**src/rtl/imem_pkg.sv**
```systemverilog
// Shared definitions for the instruction-memory program loader.
package imem_pkg;

    // Loader FSM state encoding (IDLE=0, LOAD=1, FLUSH=2, RUN=3).
    typedef enum logic [1:0] {
        StIdle  = 2'd0,
        StLoad  = 2'd1,
        StFlush = 2'd2,
        StRun   = 2'd3
    } state_t;

    localparam int unsigned IMEM_ADDR_WIDTH = 8;
    localparam int unsigned INSTR_WIDTH     = 32;

    // Word index to byte address shift.
    localparam int unsigned BYTE_SHIFT      = 2;

endpackage

```
**src/rtl/imem_loader.sv**
```systemverilog
// imem_loader: streams instruction words from a host into consecutive
// instruction-memory words, holding the core in reset until the load is done.
// Optional build macro IMEM_LOADER_CHECKSUM_EN: after the len data words, one
// extra word is accepted and compared against the 32-bit wrapping sum of the
// loaded words; a mismatch aborts to IDLE with err set and the core held in reset.
module imem_loader
    import imem_pkg::*;
#(
    parameter int unsigned ADDR_WIDTH = IMEM_ADDR_WIDTH,
    parameter int unsigned DATA_WIDTH = INSTR_WIDTH
) (
    input  logic                  clk,
    input  logic                  rst,
    input  logic                  start,
    input  logic [ADDR_WIDTH:0]   len,
    input  logic                  in_valid,
    input  logic [DATA_WIDTH-1:0] in_data,
    output logic                  in_ready,
    output logic                  im_we,
    output logic [31:0]           im_addr,
    output logic [DATA_WIDTH-1:0] im_wdata,
    output logic                  core_rst_n,
    output logic                  busy,
    output logic                  done,
    output logic                  err
);

    // Largest legal load length is the full memory depth.
    localparam logic [ADDR_WIDTH:0] MaxLen = {1'b1, {ADDR_WIDTH{1'b0}}};
    localparam logic [ADDR_WIDTH:0] CntOne = {{ADDR_WIDTH{1'b0}}, 1'b1};

    state_t                state_q, state_d;
    logic [ADDR_WIDTH:0]   cnt_q, cnt_d;
    logic [ADDR_WIDTH:0]   len_q, len_d;
    logic                  err_q, err_d;
    logic                  we_q, we_d;
    logic                  done_q, done_d;
    logic [ADDR_WIDTH-1:0] waddr_q, waddr_d;
    logic [DATA_WIDTH-1:0] wdata_q, wdata_d;
    logic                  xfer;
    logic                  len_ok;
`ifdef IMEM_LOADER_CHECKSUM_EN
    logic [DATA_WIDTH-1:0] sum_q, sum_d;
`else
    logic                  last_word;
`endif

    assign len_ok   = (len != '0) && (len <= MaxLen);
    assign in_ready = (state_q == StLoad);
    assign xfer     = in_valid && in_ready;
`ifndef IMEM_LOADER_CHECKSUM_EN
    // len_q >= 1 whenever LOAD is active, so the subtraction cannot underflow.
    assign last_word = (cnt_q == len_q - CntOne);
`endif

    // Next-state, counter and registered write-port logic.
    always_comb begin
        state_d = state_q;
        cnt_d   = cnt_q;
        len_d   = len_q;
        err_d   = err_q;
        we_d    = 1'b0;
        waddr_d = waddr_q;
        wdata_d = wdata_q;
        done_d  = 1'b0;
`ifdef IMEM_LOADER_CHECKSUM_EN
        sum_d   = sum_q;
`endif
        unique case (state_q)
            StIdle, StRun: begin
                if (start) begin
                    if (len_ok) begin
                        state_d = StLoad;
                        len_d   = len;
                        cnt_d   = '0;
                        err_d   = 1'b0;
`ifdef IMEM_LOADER_CHECKSUM_EN
                        sum_d   = '0;
`endif
                    end else begin
                        err_d = 1'b1;
                    end
                end
            end
            StLoad: begin
                if (xfer) begin
`ifdef IMEM_LOADER_CHECKSUM_EN
                    if (cnt_q == len_q) begin
                        // Checksum word: compared, never written.
                        if (in_data == sum_q) begin
                            state_d = StFlush;
                        end else begin
                            state_d = StIdle;
                            err_d   = 1'b1;
                        end
                    end else begin
                        we_d    = 1'b1;
                        waddr_d = cnt_q[ADDR_WIDTH-1:0];
                        wdata_d = in_data;
                        sum_d   = sum_q + in_data;
                        cnt_d   = cnt_q + CntOne;
                    end
`else
                    we_d    = 1'b1;
                    waddr_d = cnt_q[ADDR_WIDTH-1:0];
                    wdata_d = in_data;
                    cnt_d   = cnt_q + CntOne;
                    if (last_word) begin
                        state_d = StFlush;
                    end
`endif
                end
            end
            StFlush: begin
                state_d = StRun;
                done_d  = 1'b1;
            end
            default: state_d = StIdle;
        endcase
    end

    // State and datapath registers; reset aborts any load immediately.
    always_ff @(posedge clk or negedge rst) begin
        if (!rst) begin
            state_q <= StIdle;
            cnt_q   <= '0;
            len_q   <= '0;
            err_q   <= 1'b0;
            we_q    <= 1'b0;
            done_q  <= 1'b0;
            waddr_q <= '0;
            wdata_q <= '0;
`ifdef IMEM_LOADER_CHECKSUM_EN
            sum_q   <= '0;
`endif
        end else begin
            state_q <= state_d;
            cnt_q   <= cnt_d;
            len_q   <= len_d;
            err_q   <= err_d;
            we_q    <= we_d;
            done_q  <= done_d;
            waddr_q <= waddr_d;
            wdata_q <= wdata_d;
`ifdef IMEM_LOADER_CHECKSUM_EN
            sum_q   <= sum_d;
`endif
        end
    end

    assign im_we      = we_q;
    assign im_addr    = 32'(waddr_q) << BYTE_SHIFT;
    assign im_wdata   = wdata_q;
    assign core_rst_n = (state_q == StRun);
    assign busy       = (state_q == StLoad) || (state_q == StFlush);
    assign done       = done_q;
    assign err        = err_q;

endmodule

```
**config.mk**
```make
export PLATFORM = sky130hd
export DESIGN_NAME = imem_loader
export DESIGN_NICKNAME = d
export VERILOG_FILES = /design/src/rtl/imem_pkg.sv /design/src/rtl/imem_loader.sv
export SDC_FILE = /design/constraint.sdc
export NUM_CORES = 1
export LEC_CHECK = 0
export BUFFER_PORTS_ARGS = -buffer_cell sky130_fd_sc_hd__clkbuf_2
export CORE_ASPECT_RATIO = 0.8
export CORE_MARGIN = 2
export CORE_UTILIZATION = 45
export CTS_BUF_LIST = sky130_fd_sc_hd__clkbuf_8
export DETAILED_ROUTE_END_ITERATION = 6
export GPL_ROUTABILITY_DRIVEN = 1
export PLACE_DENSITY = 0.77
export SLEW_MARGIN = 15
export SYNTH_ARGS = -nofsm -noshare
export SYNTH_HDL_FRONTEND = slang
export SYNTH_SLANG_ARGS = --single-unit
```
**constraint.sdc**
```tcl
create_clock -name clk -period 2.3 [get_ports clk]
set_clock_uncertainty 0.15 [all_clocks]
set_input_delay 0.23 -clock clk [delete_from_list [all_inputs] [get_ports clk]]
set_output_delay 0.23 -clock clk [all_outputs]
set_load 0.05 [all_outputs]
```
# [Word-level counts from Yosys, hierarchy flattened]
# Cells that the tools add are included.
[totals] ff_bits=63 input_bits=45 out_inout_bits=70
[classes] n_addsub=2 n_lt_le_gt_ge=1 n_eq_ne=8 mux=13 n_reduce_logical=12
[op_table] operator="$mux W9" count=3
[op_table] operator="$pmux W9 S2" count=1
[op_table] operator="$add A9 B1 Y9 const B" count=1
[op_table] operator="$eq A9 B9 Y1" count=1
[op_table] operator="$le A9 B9 Y1 const B" count=1
[op_table] operator="$reduce_bool A9 Y1" count=1
[op_table] operator="$sub A9 B1 Y9 const B" count=1
[op_table] operator="$mux W2" count=4
[op_table] operator="$reduce_and A4 Y1" count=2
[op_table] operator="$pmux W2 S3" count=1
[op_table] operator="$eq A2 B2 Y1 const B" count=2
[op_table] operator="$mux W1" count=4
[op_table] operator="$ne A2 B1 Y1 const B" count=2
[op_table] operator="$ne A2 B2 Y1 const B" count=2
[op_table] operator="$reduce_and A2 Y1" count=2
[op_table] operator="$reduce_and A3 Y1" count=1
[op_table] operator="$eq A2 B1 Y1 const B" count=1
[op_table] operator="$logic_and A1 B1 Y1" count=2
[op_table] operator="$logic_not A2 Y1" count=1
[op_table] operator="$reduce_bool A2 Y1" count=1
[op_table] operator="$reduce_or A2 Y1" count=1
[op_table] operator="$logic_or A1 B1 Y1" count=1

# [Longest topological paths before layout]
# Gate-level depths: netlist (run 1).
[depth] depth_word=5 depth_mapped=8 ltp_nobuf=8

# [Worst setup path before layout (run 1)]
# OpenSTA, ideal clock, no wires.
[synth_path] path_kind="flip-flop to flip-flop" start="reg state_q[1]" end="reg wdata_q[10] (netlist: im_wdata[10])" setup_time_ns=0.125 arrival_ns=2.184 slack_ns=-0.159 stages_incl_launch_ff=8 period_less_slack_ns=2.459 path_cell_list="dfrtp_1 inv_1 ha_1 clkbuf_1 nand2_1 clkinv_1 clkbuf_1 mux2_2"
[synth_via] elab_chain_len=3
[synth_lines] element="from (decl)" line="imem_loader.sv:32" text="state_t state_q, state_d;"
[synth_lines] element="from (signal assigned)" line="imem_loader.sv:125" text="state_q <= StIdle;"
[synth_lines] element="from (signal assigned)" line="imem_loader.sv:137" text="state_q <= state_d;"
[synth_lines] element="$eq A2 B1 Y1 (*)" line="imem_loader.sv:49" text="assign in_ready = (state_q == StLoad);"
[synth_lines] element="net in_ready" line="imem_loader.sv:18" text="output logic in_ready,"
[synth_lines] element="$logic_and A1 B1 Y1" line="imem_loader.sv:50" text="assign xfer = in_valid && in_ready;"
[synth_lines] element="$reduce_and A2 Y1 (no line) (*)"
[synth_lines] element="to (signal assigned)" line="imem_loader.sv:144" text="wdata_q <= wdata_d;"
[synth_lines] element="to (decl)" line="imem_loader.sv:39" text="logic [DATA_WIDTH-1:0] wdata_q, wdata_d;"
# Mark *: on every way through the listed nets, which the timed path passes. The rest lies on a longest branch.
# A chain may end at the register's enable or synchronous reset.

# [Worst setup path after layout (run 1)]
[layout_path] start="reg len_q[4]" end="reg state_q[0]"
[layout_via] elab_chain_len=4
[layout_lines] element="from (decl)" line="imem_loader.sv:34" text="logic [ADDR_WIDTH:0] len_q, len_d;"
[layout_lines] element="from (signal assigned)" line="imem_loader.sv:139" text="len_q <= len_d;"
[layout_lines] element="$sub A9 B1 Y9" line="imem_loader.sv:53" text="assign last_word = (cnt_q == len_q - CntOne);"
[layout_lines] element="$eq A9 B9 Y1" line="imem_loader.sv:53"
[layout_lines] element="$ne A2 B1 Y1 (no line)"
[layout_lines] element="$reduce_and A4 Y1 (no line)"
# No other way between the ends.

==> load_flow_metrics.sql, run 1 <==
INSERT INTO impl_metrics (metric_group, metric, value, unit) VALUES
('run_status', 'run_status', 'finished clean', ''),
('placement', 'post-dp-hpwl', '4870', 'microns'),
('floorplanning', 'die_x', '96.7', 'microns'),
('timing', 'setup-tns-final', '0', 'ns'),
('setup_path', 'worst_ep_arrival_time', '2.38', 'ns'),
('timing', 'rsz_0062_raised_after_global_routing', 'yes', ''),
('timing', 'final_hold_violating_endpoints', '0', ''),
('floorplanning', 'core-area', '0.00676', 'sq mm'),
('global_routing', 'grt_overflow', '0', ''),
('global_routing', 'overall_routing_resource_usage', '0.191', ''),
('route', 'ant_nets', '0', ''),
('global_routing', 'first_global_vias', '2414', ''),
('route', 'drcViolationCount', '0', ''),
('setup_path', 'cp.required', '2.41', 'ns'),
('run', 'max_cap_viol_count', '0', ''),
('global_routing', 'grt_antenna_before_repair', '0', ''),
('hold_path', 'hold_path_class', 'input pin to register', ''),
('placement', 'buffer_ports.inserted', '90', ''),
('timing', 'slew_viol_final', '0', ''),
('floorplanning', 'initial_utilization', '0.458', ''),
('synthesis', 'synth_flop_cell', 'dfrtp_1', ''),
('setup_path', 'path_max_fanout', '4', ''),
('timing', 'final_number_of_setup_violating_endpoints', '0', ''),
('synthesis', 'synth.avg_cell_area', '11.9', 'sq um'),
('timing', 'timing.max_slew.rel_slack', '0.639', ''),
('setup_path', 'regToRegStartpoint', 'len_q[4]$_DFFE_PN0P_', ''),
('synthesis', 'ys_types', '48', ''),
('power_and_ir_drop', 'p_per_area', '1500', 'mW/mm^2'),
('clock_tree', 'path_clk_slew', '0.07', 'ns'),
('synthesis', 'synth_largest_type_area_fraction', '0.510', ''),
('global_routing', 'wire_length_of_the_first_global_routing_pass', '11500', 'microns'),
('route', 'drt_pass_1_iters', '4', ''),
('cells_and_area', 'post_layout_nonfiller_instances', '500', ''),
('synthesis', 'yosys_warnings', '0', ''),
('synthesis', 'postSynth.asyncResetShare', '1.00', ''),
('power_and_ir_drop', 'peakVddDrop', '942', 'uV'),
('placement', 'gp_routability_congestion', '0.811', ''),
('power_and_ir_drop', 'leakagePower', '2.13', 'nW'),
('timing', 'finalCriticalPeriod', '2.27', 'ns'),
('synthesis', 'synth_sequential_area_ratio', '0.510', ''),
('cells_and_area', 'area.growth.synth_to_final', '40.9', '%'),
('placement', 'place.detailed.instances', '441', ''),
('setup_path', 'regToRegEndpoint', 'state_q[0]$_DFFE_PN0P_', ''),
('setup_path', 'critical_path_class', 'register to register', ''),
('placement', 'post_dp_cell_area', '0.00365', 'sq mm'),
('power_and_ir_drop', 'totalPowerFinal', '6.54', 'mW'),
('setup_path', 'critical_path.endpoint_type', 'register', ''),
('cells_and_area', 'final_util', '0.645', ''),
('cells_and_area', 'leading_cell_types_in_the_layout_fill_and_taps_excluded', 'clkbuf_2, dfrtp_1, mux2_2', ''),
('floorplanning', 'floorplan.die_area', '0.00756', 'sq mm'),
('timing', 'worst_pin_slew', '0.541', 'ns'),
('clock_tree', 'cts_tree', 'done', ''),
('floorplanning', 'num_rows', '27', ''),
('clock_tree', 'htree_levels', '3', ''),
('synthesis', 'number_of_flops_mapped_to_enable_cells_by_yosys', '0', ''),
('clock_tree', 'cts_buffers', '9', ''),
('route', 'postRouteWirelength', '7110', 'microns'),
('clock_tree', 'clock_path_buffers', '2', ''),
('floorplanning', 'floorplan.io_pins', '115', ''),
('global_routing', 'grt_start_max_net_pins', '45', ''),
('setup_path', 'critPathLaunchType', 'register', ''),
('setup_path', 'worst-r2r-cell-count', '6', ''),
('setup_path', 'worst_setup_path_endpoint', 'state_q[0]$_DFFE_PN0P_', ''),
('synthesis', 'synth.largest_area_cell', 'dfrtp_1', ''),
('cells_and_area', 'nNetsFinal', '460', ''),
('route', 'drt-wirelength-per-cell', '14.2', 'microns'),
('cells_and_area', 'antenna-diode-count', '0', ''),
('floorplanning', 'chipHeight', '78.2', 'microns'),
('clock_tree', 'clock_sink_count', '63', ''),
('clock_tree', 'clock_insertion_delay_worst_skew', '0.32', 'ns'),
('timing', 'period_share', '0.986', '');
cell usage after synthesis, types with 2 or more instances:
cell type / count
xnor2_1: 6
a21oi_1: 3
inv_1: 9
buf_4: 24
ha_1: 6
nand4_1: 6
nand3_1: 4
o21ai_0: 7
nor3_1: 3
a22o_1: 2
xor2_1: 9
nand2_1: 11
nor2_1: 13
and2_1: 2
and3_1: 2
dfrtp_1: 63
nor4_1: 4
mux2_2: 47
clkbuf_1: 7
a31oi_1: 4
power by group:
part           switching [mW]  internal, mW  leakage (nW)  total [mW]
clock                   0.398         0.548         0.103       0.946
sequential              0.317          1.57         0.778        1.88
combinational            2.44          1.27          1.25        3.71
total                    3.16          3.38          2.13        6.54
area by class of cell:
class                   count  area, sq um  area share
well taps                  87          109      0.0250
inverters                  10         37.5     0.00861
multi-input cells         178         1430       0.328
clock buffers              11          151      0.0347
clock inverters             4         46.3      0.0106
flip-flops and latches     63         1580       0.362
repair buffers            147         1010       0.231
critical path, stage by stage (launching register included):
cell     delay [ns]
dfrtp_1        0.39
or4_4          0.58
or4_4          0.44
a21oi_2        0.16
a211o_4        0.19
o221a_4        0.17
o211a_1        0.13
cells by family after synthesis:
group | after synthesis | synth area share
AO/OA/AOI/OAI | 27 | 0.0607
XOR/XNOR | 15 | 0.0425
adder cells (fa/ha/maj) | 6 | 0.0243
buffers and inverters | 42 | 0.0801
flip-flops | 63 | 0.510
multiplexers | 48 | 0.174
other | 1 | 0.00121
AND/OR/NAND/NOR | 58 | 0.108
per-layer routing:
layer	vias up	track usage	share of wire
met5	-	0	0
met2	86	0.322	0.49
li1	1168	-	-
met3	16	0.0508	0.056
met4	0	0.0803	0.025
met1	1200	0.235	0.43
sequential cells by signal (all words and copies together) (netlist names):
name,cells
waddr_q,8
im_wdata,32
len_q,9
im_we,1
done,1
err,1
cnt_q,9
state_q,2
stage by stage:
step | setup WS (ns) | hold WS [ns]
floorplan | -0.0217 | -0.216
global placement | 0.0588 | 0.0872
detailed placement | -0.000461 | 0.0850
CTS | -0.0109 | 0.00273
global route | -0.0434 | 0.00226
finish | 0.0321 | 0.0164
timing repair:
action | in CTS | in global routing
resized for setup | 2 | 16
hold buffers | 39 | 0
pin swaps | 2 | 13
setup endpoints to repair | 2 | 20
buffers inserted | 0 | 5
cloned | 0 | 0
endpoints found under the hold margin | 57 | 0
how the worst min path moves through the flow:
stage,from,end,cells after the start
final,in_data[16],im_wdata[16]$_DFFE_PN0P_,2
after global routing,in_data[16],im_wdata[16]$_DFFE_PN0P_,2
after CTS,in_data[16],im_wdata[16]$_DFFE_PN0P_,2
after detailed placement,rst,len_q[1]$_DFFE_PN0P_,1
after global placement,rst,len_q[1]$_DFFE_PN0P_,1
after floorplan,rst,cnt_q[0]$_DFFE_PN0P_,0
Note: power is estimated with default switching activity, not from simulation.
==> run 2: changes to the inputs <==
--- a/config.mk
+++ b/config.mk
@@ -8,11 +8,11 @@
 export BUFFER_PORTS_ARGS = -buffer_cell sky130_fd_sc_hd__clkbuf_2
 export CORE_ASPECT_RATIO = 0.8
 export CORE_MARGIN = 2
-export CORE_UTILIZATION = 45
+export CORE_UTILIZATION = 50
 export CTS_BUF_LIST = sky130_fd_sc_hd__clkbuf_8
 export DETAILED_ROUTE_END_ITERATION = 6
 export GPL_ROUTABILITY_DRIVEN = 1
-export PLACE_DENSITY = 0.77
+export PLACE_DENSITY = 0.81
 export SLEW_MARGIN = 15
 export SYNTH_ARGS = -nofsm -noshare
 export SYNTH_HDL_FRONTEND = slang
==> constraint.sdc (replaced) <==
create_clock -name clk -period 2.53 [get_ports clk]
set_clock_uncertainty 0.15 [all_clocks]
set_input_delay 0.253 -clock clk [delete_from_list [all_inputs] [get_ports clk]]
set_output_delay 0.253 -clock clk [all_outputs]
set_load 0.05 [all_outputs]
==> run 2 against run 1 <==
Compared with the run above:
- power decreased by 14%
- wire length decreased by 2.6%
- worst setup slack improved by 0.095 ns
- register-to-register slack improved by 0.095 ns
- combinational power decreased by 16%
- die area decreased by 9.6%
- via count decreased by 4.2%
- global-route usage increased by 1.1 points
- core utilization increased by 4.1 points
- hold slack got worse by 0.0092 ns
- sequential power decreased by 7%
- critical path type unchanged
- highest routed layer unchanged
==> load_flow_metrics.sql, run 2 (same netlist as run 1, synthesis figures left out) <==
INSERT INTO impl_metrics (metric_group, metric, value, unit) VALUES
('floorplanning', 'core-area', '0.00594', 'sq mm'),
('power_and_ir_drop', 'leakagePower', '2.02', 'nW'),
('setup_path', 'regToRegStartpoint', 'len_q[2]$_DFFE_PN0P_', ''),
('route', 'detailroute.wirelength.met2', '3530', 'microns'),
('cells_and_area', 'layout.cells.most_common', 'clkbuf_2', ''),
('hold_path', 'hold-path-endpoint', 'im_wdata[19]$_DFFE_PN0P_', ''),
('floorplanning', 'floorplan.die_area', '0.00684', 'sq mm'),
('setup_path', 'path_max_fanout', '8', ''),
('cells_and_area', 'layout.area.seq', '0.00158', 'sq mm'),
('global_routing', 'wire_length_of_the_first_global_routing_pass', '10600', 'microns'),
('timing', 'final_number_of_setup_violating_endpoints', '0', ''),
('timing', 'layout_setup_ws', '0.128', 'ns'),
('cells_and_area', 'final_util', '0.686', ''),
('route', 'drcViolationCount', '0', ''),
('global_routing', 'grt_antenna_before_repair', '0', ''),
('route', 'top_layer_used', 'met4', ''),
('clock_tree', 'clock_insertion_delay_worst_skew', '0.34', 'ns'),
('run', 'max_cap_viol_count', '0', ''),
('placement', 'buffer_ports.inserted', '90', ''),
('timing', 'period_share', '0.950', ''),
('route', 'drt_met1_wl', '2900', 'microns'),
('floorplanning', 'chipHeight', '74.4', 'microns'),
('route', 'wl_met3', '438', 'microns'),
('global_routing', 'overall_routing_resource_usage', '0.203', ''),
('route', 'postRouteWirelength', '6930', 'microns'),
('setup_path', 'critPathSlowestCell', 'or4_4', ''),
('placement', 'preCtsSetupSlack', '0.149', 'ns'),
('timing', 'timing.max_slew.rel_slack', '0.655', ''),
('setup_path', 'critical_path_class', 'register to register', ''),
('power_and_ir_drop', 'peakVddDrop', '865', 'uV'),
('clock_tree', 'post_cts_buffers', '0', ''),
('clock_tree', 'clock_path_buffers', '2', ''),
('global_routing', 'grt_start_max_net_pins', '45', ''),
('hold_path', 'hold_path_startpoint', 'in_data[19]', ''),
('setup_path', 'regToRegEndpoint', 'state_q[0]$_DFFE_PN0P_', ''),
('cells_and_area', 'leading_cell_types_in_the_layout_fill_and_taps_excluded', 'clkbuf_2, dfrtp_1, mux2_2', ''),
('route', 'viasPerCell', '4.96', ''),
('setup_path', 'startpoint', 'len_q[2]$_DFFE_PN0P_', ''),
('setup_path', 'cells_along_the_critical_path', 'or4_4 > o31ai_1 > a21oi_1 > a211o_2 > o221a_2 > o211a_1', ''),
('clock_tree', 'library_cell_used_as_clock_root_buffer', 'clkbuf_8', ''),
('run_status', 'run_status', 'finished clean', ''),
('cells_and_area', 'fill_cells', '434', ''),
('timing', 'final_hold_violating_endpoints', '0', ''),
('route', 'drt_first_iter_violations', '133', ''),
('clock_tree', 'cts_tree', 'done', ''),
('route', 'total_number_of_vias', '2366', ''),
('placement', 'post-dp-hpwl', '4660', 'microns'),
('setup_path', 'worst-r2r-cell-count', '6', ''),
('global_routing', 'grt_overflow', '0', ''),
('timing', 'slew_viol_final', '0', ''),
('clock_tree', 'clock_sink_count', '63', ''),
('placement', 'post_dp_cell_area', '0.00360', 'sq mm'),
('timing', 'fmax', '416', 'MHz'),
('setup_path', 'critPathLaunchType', 'register', ''),
('cells_and_area', 'antenna-diode-count', '0', ''),
('cells_and_area', 'fin_area', '0.00408', 'sq mm'),
('floorplanning', 'floorplan.io_pins', '115', ''),
('hold_path', 'hold_path_class', 'input pin to register', ''),
('hold_path', 'worstHoldPathCells', '2', ''),
('clock_tree', 'htree_levels', '3', ''),
('setup_path', 'regToRegSetupSlack', '0.13', 'ns'),
('timing', 'holdWs', '0.00722', 'ns'),
('route', 'drt-wirelength-per-cell', '14.5', 'microns'),
('setup_path', 'critPathMaxStageDelay', '0.58', 'ns'),
('setup_path', 'worst_ep_arrival_time', '2.47', 'ns'),
('floorplanning', 'die_x', '92.0', 'microns'),
('placement', 'gp_routability_congestion', '0.785', ''),
('route', 'drt_pass_1_iters', '4', ''),
('setup_path', 'cp.required', '2.60', 'ns'),
('cells_and_area', 'nNetsFinal', '443', ''),
('power_and_ir_drop', 'p_per_area', '1380', 'mW/mm^2'),
('cells_and_area', 'largest_register_ff_count', '32', ''),
('floorplanning', 'initial_utilization', '0.521', ''),
('clock_tree', 'path_clk_slew', '0.07', 'ns'),
('timing', 'rsz_0062_raised_after_global_routing', 'no', ''),
('cells_and_area', 'multi_input_logic_area', '0.00136', 'sq mm'),
('cells_and_area', 'area.growth.synth_to_final', '31.8', '%'),
('timing', 'finalCriticalPeriod', '2.40', 'ns'),
('route', 'ant_nets', '0', ''),
('timing', 'worst_pin_slew', '0.518', 'ns'),
('cells_and_area', 'layout-drive-gt1-share', '0.419', ''),
('floorplanning', 'num_rows', '25', ''),
('setup_path', 'critical_path.endpoint_type', 'register', ''),
('global_routing', 'first_global_vias', '2232', ''),
('timing', 'setup-tns-final', '0', 'ns'),
('clock_tree', 'cts_buffers', '9', '');
## run 2: what timing repair did
action	4_1_cts	5_1_grt
hold buffers	29	2
hold endpoints to repair	47	2
endpoints found under the setup margin	0	1
resized for setup	0	1
## run 2: worst max-delay path by stage
stage                                          end  depth (start not counted)
after floorplan           im_wdata[10]$_DFFE_PN0P_                          7
after global placement      state_q[1]$_DFFE_PN0P_                          6
after detailed placement    state_q[1]$_DFFE_PN0P_                          6
after CTS                   state_q[1]$_DFFE_PN0P_                          6
after global routing        state_q[1]$_DFFE_PN0P_                          6
final                       state_q[0]$_DFFE_PN0P_                          6
## run 2: per-layer routing
metal,vias to the layer above,global-route usage
met5,-,0
met4,0,0.0647
met3,6,0.0831
met2,94,0.337
met1,1132,0.246
li1,1134,-
## run 2: layout make-up
cell class                      instances  share of cell area
Clock buffer                           10              0.0337
Inverter                               10             0.00920
Timing Repair Buffer                  130               0.206
Sequential cell                        63               0.387
Tap cell                               81              0.0248
Clock inverter                          5             0.00675
Multi-Input combinational cell        178               0.333
## run 2: critical path: cells and delay by family (launching register included)
kind,cells,cell delay [ns]
and+or+nand+nor,1,0.58
DFF,1,0.45
AOI/OAI and AO/OA,5,1.11
## run 2: stage by stage
| step | cells | power (mW) |
|---|---|---|
| 6_report | 477 | 5.62 |
| 5_1_grt | 477 | 5.94 |
| 3_3_place_gp | 431 | 4.76 |
| 4_1_cts | 475 | 5.62 |
| 2_1_floorplan | 283 | 4.10 |
| 3_5_place_dp | 431 | 4.82 |
## run 2: where the power goes
part | leakage, nW | internal [mW] | switching [mW] | total, mW
Combinational | 1.15 | 1.03 | 2.11 | 3.13
Sequential | 0.778 | 1.42 | 0.325 | 1.75
Clock | 0.0868 | 0.367 | 0.372 | 0.739
